--- config.mk ---
export PLATFORM = sky130hd
export DESIGN_NAME = control_unit_module_flat
export DESIGN_NICKNAME = d
export VERILOG_FILES = /design/src/rtl/ctrl_pkg.sv /design/src/rtl/ctrl_if.sv /design/src/rtl/cond_logic_module.sv /design/src/rtl/control_unit_module.sv /design/src/flat_wrapper.sv
export SDC_FILE = /design/constraint.sdc
export NUM_CORES = 1
export LEC_CHECK = 0
export ABC_AREA = 0
export BUFFER_PORTS_ARGS = -buffer_cell sky130_fd_sc_hd__buf_4
export CORE_MARGIN = 5
export CORE_UTILIZATION = 45
export DETAILED_ROUTE_END_ITERATION = 7
export PLACE_DENSITY = 0.81
export SLEW_MARGIN = 20
export SYNTH_ARGS = -nofsm -noshare
export SYNTH_HDL_FRONTEND = slang
export SYNTH_SLANG_ARGS = --single-unit
--- constraint.sdc ---
create_clock -name clk -period 2.3 [get_ports clk]
set_clock_uncertainty 0.15 [all_clocks]
set_input_delay 0.345 -clock clk [delete_from_list [all_inputs] [get_ports clk]]
set_output_delay 0.345 -clock clk [all_outputs]
set_load 0.02 [all_outputs]
--- src/rtl/ctrl_pkg.sv ---
// Shared encodings for the multicycle control unit: FSM states, ALU codes,
// data-processing commands, condition codes and datapath mux selects.
package ctrl_pkg;

  typedef enum logic [3:0] {
    S_FETCH,
    S_DECODE,
    S_MEMADR,
    S_MEMREAD,
    S_MEMWB,
    S_MEMWRITE,
    S_EXECUTER,
    S_EXECUTEI,
    S_ALUWB,
    S_BRANCH
  } state_t;

  localparam logic [1:0] ALU_ADD = 2'b00;
  localparam logic [1:0] ALU_SUB = 2'b01;
  localparam logic [1:0] ALU_AND = 2'b10;
  localparam logic [1:0] ALU_ORR = 2'b11;

  localparam logic [3:0] CMD_ADD = 4'b0100;
  localparam logic [3:0] CMD_SUB = 4'b0010;
  localparam logic [3:0] CMD_CMP = 4'b1010;
  localparam logic [3:0] CMD_AND = 4'b0000;
  localparam logic [3:0] CMD_ORR = 4'b1100;

  localparam logic [3:0] COND_EQ = 4'b0000;
  localparam logic [3:0] COND_NE = 4'b0001;
  localparam logic [3:0] COND_CS = 4'b0010;
  localparam logic [3:0] COND_CC = 4'b0011;
  localparam logic [3:0] COND_MI = 4'b0100;
  localparam logic [3:0] COND_PL = 4'b0101;
  localparam logic [3:0] COND_VS = 4'b0110;
  localparam logic [3:0] COND_VC = 4'b0111;
  localparam logic [3:0] COND_HI = 4'b1000;
  localparam logic [3:0] COND_LS = 4'b1001;
  localparam logic [3:0] COND_GE = 4'b1010;
  localparam logic [3:0] COND_LT = 4'b1011;
  localparam logic [3:0] COND_GT = 4'b1100;
  localparam logic [3:0] COND_LE = 4'b1101;
  localparam logic [3:0] COND_AL = 4'b1110;

  localparam logic [1:0] SRCB_REG  = 2'b00;
  localparam logic [1:0] SRCB_IMM  = 2'b01;
  localparam logic [1:0] SRCB_FOUR = 2'b10;

  localparam logic [1:0] RES_ALUOUT = 2'b00;
  localparam logic [1:0] RES_RDATA  = 2'b01;
  localparam logic [1:0] RES_ALURES = 2'b10;

  // flags = {N,Z,C,V}; the reserved code 1111 never executes
  function automatic logic cond_eval(input logic [3:0] cond, input logic [3:0] flags);
    logic n, z, c, v;
    {n, z, c, v} = flags;
    case (cond)
      COND_EQ: cond_eval = z;
      COND_NE: cond_eval = !z;
      COND_CS: cond_eval = c;
      COND_CC: cond_eval = !c;
      COND_MI: cond_eval = n;
      COND_PL: cond_eval = !n;
      COND_VS: cond_eval = v;
      COND_VC: cond_eval = !v;
      COND_HI: cond_eval = c & !z;
      COND_LS: cond_eval = !c | z;
      COND_GE: cond_eval = (n == v);
      COND_LT: cond_eval = (n != v);
      COND_GT: cond_eval = !z & (n == v);
      COND_LE: cond_eval = z | (n != v);
      COND_AL: cond_eval = 1'b1;
      default: cond_eval = 1'b0;
    endcase
  endfunction

  function automatic logic [1:0] alu_decode(input logic [3:0] cmd);
    case (cmd)
      CMD_ADD: alu_decode = ALU_ADD;
      CMD_SUB: alu_decode = ALU_SUB;
      CMD_CMP: alu_decode = ALU_SUB;
      CMD_AND: alu_decode = ALU_AND;
      CMD_ORR: alu_decode = ALU_ORR;
      default: alu_decode = ALU_ADD;
    endcase
  endfunction

endpackage

--- src/rtl/ctrl_if.sv ---
// Control-unit to datapath bundle. The control unit owns the master side;
// the datapath (or a bench standing in for it) uses the slave side.
interface ctrl_if;
  logic [19:0] Instr;
  logic [3:0]  ALUFlags;
  logic [1:0]  AluControl;
  logic        PCWrite;
  logic        IRWrite;
  logic        RegWrite;
  logic        MemWrite;
  logic        AdrSrc;
  logic        ALUSrcA;
  logic [1:0]  ALUSrcB;
  logic [1:0]  ResultSrc;
  logic [1:0]  ImmSrc;
  logic [1:0]  RegSrc;
  logic [3:0]  Flags;

  modport master (
    input  Instr, ALUFlags,
    output AluControl, PCWrite, IRWrite, RegWrite, MemWrite, AdrSrc,
           ALUSrcA, ALUSrcB, ResultSrc, ImmSrc, RegSrc, Flags
  );

  modport slave (
    output Instr, ALUFlags,
    input  AluControl, PCWrite, IRWrite, RegWrite, MemWrite, AdrSrc,
           ALUSrcA, ALUSrcB, ResultSrc, ImmSrc, RegSrc, Flags
  );
endinterface

--- src/rtl/cond_logic_module.sv ---
// Architectural NZCV register plus the condition-pass latch captured in DECODE,
// which gates every write for the rest of the instruction.
module cond_logic_module
  import ctrl_pkg::*;
(
  input  logic       clk,
  input  logic       rst_n,
  input  logic [3:0] Cond,
  input  logic [3:0] ALUFlags,
  input  logic [1:0] FlagW,
  input  logic       flag_en,
  input  logic       decode_strobe,
  output logic       CondEx_q,
  output logic [3:0] Flags
);

  logic [3:0] flags_reg;
  logic       cond_q_reg;

  always_ff @(posedge clk or negedge rst_n) begin
    if (!rst_n) begin
      flags_reg  <= 4'b0000;
      cond_q_reg <= 1'b0;
    end else begin
      if (decode_strobe)
        cond_q_reg <= cond_eval(Cond, flags_reg);
      // FlagW[1] covers N,Z and FlagW[0] covers C,V
      if (flag_en && cond_q_reg && FlagW[1])
        flags_reg[3:2] <= ALUFlags[3:2];
      if (flag_en && cond_q_reg && FlagW[0])
        flags_reg[1:0] <= ALUFlags[1:0];
    end
  end

  assign CondEx_q = cond_q_reg;
  assign Flags    = flags_reg;

endmodule

--- src/rtl/control_unit_module.sv ---
// Multicycle Moore control FSM with ALU decoder; outputs decode from the
// registered state, with write strobes held low while reset is asserted.
module control_unit_module
  import ctrl_pkg::*;
(
  input  logic     clk,
  input  logic     rst_n,
  ctrl_if.master   bus
);

  state_t     state_reg, state_next;
  logic [3:0] cond;
  logic [1:0] op;
  logic [5:0] funct;
  logic [3:0] rd;
  logic [3:0] cmd;
  logic       s_bit, is_cmp, is_add, is_sub, rd_is_pc;
  logic [1:0] flag_w;
  logic       cond_q, flag_en, decode_strobe;
  logic       pc_w, ir_w, reg_w, mem_w, adr_src, src_a;
  logic [1:0] alu_ctrl, src_b, res_src;
  logic       unused_rn_bits;

  assign cond  = bus.Instr[19:16];
  assign op    = bus.Instr[15:14];
  assign funct = bus.Instr[13:8];
  assign rd    = bus.Instr[3:0];
  assign unused_rn_bits = ^bus.Instr[7:4];

  assign cmd      = funct[4:1];
  assign s_bit    = funct[0];
  assign is_cmp   = (cmd == CMD_CMP);
  assign is_add   = (cmd == CMD_ADD);
  assign is_sub   = (cmd == CMD_SUB);
  assign rd_is_pc = (rd == 4'hF);
  assign flag_w   = {s_bit | is_cmp, (s_bit & (is_add | is_sub)) | is_cmp};

  cond_logic_module u_cond (
    .clk           (clk),
    .rst_n         (rst_n),
    .Cond          (cond),
    .ALUFlags      (bus.ALUFlags),
    .FlagW         (flag_w),
    .flag_en       (flag_en),
    .decode_strobe (decode_strobe),
    .CondEx_q      (cond_q),
    .Flags         (bus.Flags)
  );

  always_ff @(posedge clk or negedge rst_n) begin
    if (!rst_n) state_reg <= S_FETCH;
    else        state_reg <= state_next;
  end

  always_comb begin
    state_next    = state_reg;
    alu_ctrl      = ALU_ADD;
    pc_w          = 1'b0;
    ir_w          = 1'b0;
    reg_w         = 1'b0;
    mem_w         = 1'b0;
    adr_src       = 1'b0;
    src_a         = 1'b0;
    src_b         = SRCB_REG;
    res_src       = RES_ALUOUT;
    flag_en       = 1'b0;
    decode_strobe = 1'b0;
    case (state_reg)
      S_FETCH: begin
        ir_w = 1'b1; pc_w = 1'b1; src_a = 1'b1; src_b = SRCB_FOUR; res_src = RES_ALURES;
        state_next = S_DECODE;
      end
      S_DECODE: begin
        src_a = 1'b1; src_b = SRCB_FOUR; res_src = RES_ALURES; decode_strobe = 1'b1;
        case (op)
          2'b01:   state_next = S_MEMADR;
          2'b00:   state_next = funct[5] ? S_EXECUTEI : S_EXECUTER;
          2'b10:   state_next = S_BRANCH;
          default: state_next = S_FETCH;
        endcase
      end
      S_MEMADR: begin
        src_b = SRCB_IMM;
        state_next = funct[0] ? S_MEMREAD : S_MEMWRITE;
      end
      S_MEMREAD: begin
        adr_src = 1'b1;
        state_next = S_MEMWB;
      end
      S_MEMWB: begin
        res_src = RES_RDATA;
        if (rd_is_pc) pc_w = cond_q; else reg_w = cond_q;
        state_next = S_FETCH;
      end
      S_MEMWRITE: begin
        adr_src = 1'b1; mem_w = cond_q;
        state_next = S_FETCH;
      end
      S_EXECUTER, S_EXECUTEI: begin
        src_b    = (state_reg == S_EXECUTEI) ? SRCB_IMM : SRCB_REG;
        alu_ctrl = alu_decode(cmd);
        flag_en  = 1'b1;
        state_next = is_cmp ? S_FETCH : S_ALUWB;
      end
      S_ALUWB: begin
        res_src = RES_ALUOUT;
        if (rd_is_pc) pc_w = cond_q; else reg_w = cond_q;
        state_next = S_FETCH;
      end
      S_BRANCH: begin
        src_b = SRCB_IMM; res_src = RES_ALURES; pc_w = cond_q;
        state_next = S_FETCH;
      end
      default: state_next = S_FETCH;
    endcase
  end

  // strobes are gated by the reset pin so nothing is emitted while it is low
  assign bus.PCWrite    = pc_w  & rst_n;
  assign bus.IRWrite    = ir_w  & rst_n;
  assign bus.RegWrite   = reg_w & rst_n;
  assign bus.MemWrite   = mem_w & rst_n;
  assign bus.AluControl = alu_ctrl;
  assign bus.AdrSrc     = adr_src;
  assign bus.ALUSrcA    = src_a;
  assign bus.ALUSrcB    = src_b;
  assign bus.ResultSrc  = res_src;
  assign bus.ImmSrc     = op;
  assign bus.RegSrc     = {op == 2'b01, op == 2'b10};

endmodule

--- src/flat_wrapper.sv ---
// flat-port wrapper written by rule: the top's interface ports become plain ports
module control_unit_module_flat import ctrl_pkg::*;
  (clk, rst_n, bus_Instr, bus_ALUFlags, bus_AluControl, bus_PCWrite, bus_IRWrite, bus_RegWrite, bus_MemWrite, bus_AdrSrc, bus_ALUSrcA, bus_ALUSrcB, bus_ResultSrc, bus_ImmSrc, bus_RegSrc, bus_Flags);
  ctrl_if bus_i ();
  input  logic clk;
  input  logic rst_n;
  input wire logic [$bits(bus_i.Instr)-1:0] bus_Instr;
  input wire logic [$bits(bus_i.ALUFlags)-1:0] bus_ALUFlags;
  output wire logic [$bits(bus_i.AluControl)-1:0] bus_AluControl;
  output wire logic [$bits(bus_i.PCWrite)-1:0] bus_PCWrite;
  output wire logic [$bits(bus_i.IRWrite)-1:0] bus_IRWrite;
  output wire logic [$bits(bus_i.RegWrite)-1:0] bus_RegWrite;
  output wire logic [$bits(bus_i.MemWrite)-1:0] bus_MemWrite;
  output wire logic [$bits(bus_i.AdrSrc)-1:0] bus_AdrSrc;
  output wire logic [$bits(bus_i.ALUSrcA)-1:0] bus_ALUSrcA;
  output wire logic [$bits(bus_i.ALUSrcB)-1:0] bus_ALUSrcB;
  output wire logic [$bits(bus_i.ResultSrc)-1:0] bus_ResultSrc;
  output wire logic [$bits(bus_i.ImmSrc)-1:0] bus_ImmSrc;
  output wire logic [$bits(bus_i.RegSrc)-1:0] bus_RegSrc;
  output wire logic [$bits(bus_i.Flags)-1:0] bus_Flags;
  assign bus_i.Instr = bus_Instr;
  assign bus_i.ALUFlags = bus_ALUFlags;
  assign bus_AluControl = bus_i.AluControl;
  assign bus_PCWrite = bus_i.PCWrite;
  assign bus_IRWrite = bus_i.IRWrite;
  assign bus_RegWrite = bus_i.RegWrite;
  assign bus_MemWrite = bus_i.MemWrite;
  assign bus_AdrSrc = bus_i.AdrSrc;
  assign bus_ALUSrcA = bus_i.ALUSrcA;
  assign bus_ALUSrcB = bus_i.ALUSrcB;
  assign bus_ResultSrc = bus_i.ResultSrc;
  assign bus_ImmSrc = bus_i.ImmSrc;
  assign bus_RegSrc = bus_i.RegSrc;
  assign bus_Flags = bus_i.Flags;
  control_unit_module u_core (.clk(clk), .rst_n(rst_n), .bus(bus_i));
endmodule
==> impl_metrics.ini <==
[outcome]
outcome = completed

[power_and_ir_drop]
clockPowerShare = 0.101
leakagePower_nw = 0.549
seqPwrFrac = 0.276
p_comb_frac = 0.623
p_sw_uw = 595
sw_frac_of_total = 0.477
vdd_drop_max_mv = 0.591
intPower_uw = 651
power_density_nw_per_um2 = 1010

[run]
maxCapViolations = 0

[global_route]
grt_pass1_wl_mm = 3.48
track_usage = 0.162
grt_overflow = 0
antenna_found_initial = 0
grt_max_degree = 15
grt_pass1_vias = 847

[sta]
setup_viol = 0
hold_violations = 0
hold_slack_ns = 0.157
period_needed_ns = 2.08
fin_ws_ns = 0.216
maxSlewViolCount = 0
tightestPinTransition_ns = 0.446
tns_ns = 0
relSlewSlack = 0.703
fmax_mhz = 480
fin_crit_sh = 0.906
rsz0062_at_grt = false

[min_path]
worstHoldStart = bus_ALUFlags[0]
hold_class = primary input to flop
hold_depth = 2
hold_end = u_core.u_cond.Flags[0]

[layout]
nets = 174
areaGrowthSynthToFinish_pct = 37.5
nFillCells = 176
layout-drive-gt1-share = 0.354
num_antenna_cells = 0
utilization = 0.642
fin_area_um2 = 1230

[routing]
top_layer = met4
drt-initial-drc-count = 8
remaining_drc_errors = 0
dr_wl_met3_um = 137
wl_met2_mm = 1.10
wire_per_inst_um = 13.2
met1_length_mm = 1.03
ant_nets = 0
vias = 950
drt_pass1_iterations = 4
vias_per_cell = 5.46
routed_wl_mm = 2.31

[clocking]
clk_pin_slew_ns = 0.06
htree_levels = 1
post_cts_buffers = 0
tritoncts = built
numCtsBuffers = 3
cts_root_buf = clkbuf_4
clk_latency_ns = 0.27
cts_buffer_depth = 2
cts_sinks = 9

[critical_path]
cp_max_fo = 14
cp-start-kind = flop
endpoint_kind = output port
r2r_end = u_core.u_cond.Flags[0]
rrSetupSlack_ns = 0.41
slowest_delay_ns = 0.61
critPathArrivalTime_ns = 1.59
rr_startpoint = u_core.state_reg[1]
crit_family = flip-flops
reg2regPathDepth = 3
slowest_stage = dfrtp_1
worstPathRequired_ns = 1.80
crit_buf_inv = 1
crit_chain = nand2_1 > nor4_1 > buf_4
crit_type = flop to output port

[floorplanning]
initial_utilization = 0.467
core_area_um2 = 1920
ios = 46
row_count = 16
die_w_um = 54.7
dieArea_um2 = 2990
die_y_um = 54.7

[placement]
io_buffers = 41
dp_slack_ns = 0.425
postPlaceCellArea_um2 = 1200
hpwl_mm = 1.79
place.gp.congestion = 0.823

[synthesis]
ys_ff_latch = 9
yosysUniqueCellTypes = 46
synth_fp_nets = 135
syn_inst = 109
synth_warnings = 0
ys_seq_area_frac = 0.251
synth_area_um2 = 897
synth_area_per_cell_um2 = 8.23
cell usage in the layout, fill, tap and decap left out, types with 2 or more instances in the layout:
cell type / instances
o32a_1: 2
a211oi_1: 2
xnor2_1: 2
a31oi_1: 2
nor2_1: 8
nor3b_1: 2
mux2_2: 4
nand3_1: 3
nor2b_1: 6
o21ai_0: 3
nor3_1: 9
xor2_1: 3
clkbuf_4: 3
a21oi_1: 4
nand2b_1: 5
nand3b_1: 2
buf_4: 42
nand2_1: 5
dfrtp_1: 9
inv_1: 5
cell families after synthesis:
| kind of cell | share of synthesized area |
|---|---|
| AOI/OAI and AO/OA | 0.234 |
| xor gates and xnor gates | 0.0488 |
| buffers and inverters | 0.0753 |
| DFF | 0.251 |
| muxes | 0.0614 |
| and+or+nand+nor | 0.329 |
worst max path at each step:
stage	start	endpoint	cells after the start
6_report	u_core.state_reg[1]	bus_AluControl[1]	3
5_1_grt	u_core.state_reg[3]	bus_AluControl[1]	4
4_1_cts	u_core.state_reg[3]	bus_AluControl[1]	4
3_5_place_dp	u_core.state_reg[3]	u_core.u_cond.Flags[0]	4
3_3_place_gp	u_core.state_reg[1]	u_core.u_cond.Flags[1]	3
2_1_floorplan	u_core.state_reg[1]	bus_ALUSrcB[0]	3
metrics by stage:
stage | instances | total power, mW
floorplan | 109 | 0.840
global placement | 169 | 1.11
detailed placement | 169 | 1.12
CTS | 174 | 1.25
global route | 174 | 1.35
finish | 174 | 1.25
cell type report:
class / count / area (um2) / share of cell area
inverter: 5 / 18.8 / 0.0152
timing repair buffer: 43 / 325 / 0.264
sequential: 9 / 225 / 0.183
tap: 27 / 33.8 / 0.0274
multi-input combinational: 86 / 604 / 0.490
clock buffer: 4 / 26.3 / 0.0213
repair_timing:
action                                 4_1_cts  5_1_grt
hold buffers                                 1        0
resized for setup                            0        0
endpoints found under the hold margin        9        0
synthesized netlist by cell type, drive strengths merged:
library cell	n	share of area
nor4b	1	0.017
a2bb2oi	1	0.0098
and4	1	0.0098
a21boi	1	0.0084
or4b	1	0.011
nand3b	2	0.017
and2b	1	0.0084
and3	1	0.0070
nor3b	3	0.031
o41a	1	0.013
o32ai	1	0.0098
nor3	9	0.050
mux2i	1	0.011
a211oi	2	0.017
and2	1	0.0070
xnor2	2	0.020
nand2	5	0.021
nand4b	1	0.0098
nand3	3	0.017
inv	5	0.021
nor2	8	0.033
mux2	4	0.050
xor2	3	0.029
nand4	1	0.0070
clkbuf	2	0.0084
o21ai	4	0.022
a311o	1	0.011
o2111ai	1	0.0098
a21o	1	0.0084
o211ai	1	0.0084
dfrtp	9	0.25
o22ai	1	0.0070
nand2b	5	0.035
nor4	1	0.0070
o311a	1	0.011
a311oi	1	0.0098
a2111oi	1	0.031
nor2b	6	0.042
a31oi	2	0.014
o32a	2	0.022
a21oi	4	0.022
buf	7	0.046
power groups by stage:
stage          sequential [mW]  clock [mW]  combinational, mW
2_1_floorplan            0.305           0              0.535
3_3_place_gp             0.338           0              0.768
3_5_place_dp             0.344           0              0.779
4_1_cts                  0.340       0.131              0.783
5_1_grt                  0.356       0.141              0.857
6_report                 0.344       0.126              0.775
routing by layer:
| metal | vias up | global-route usage |
|---|---|---|
| met5 | - | 0 |
| met4 | 0 | 0.0954 |
| met3 | 3 | 0.0163 |
| met2 | 26 | 0.280 |
| met1 | 440 | 0.191 |
| li1 | 481 | - |
Note: power is estimated with default switching activity, not from simulation.
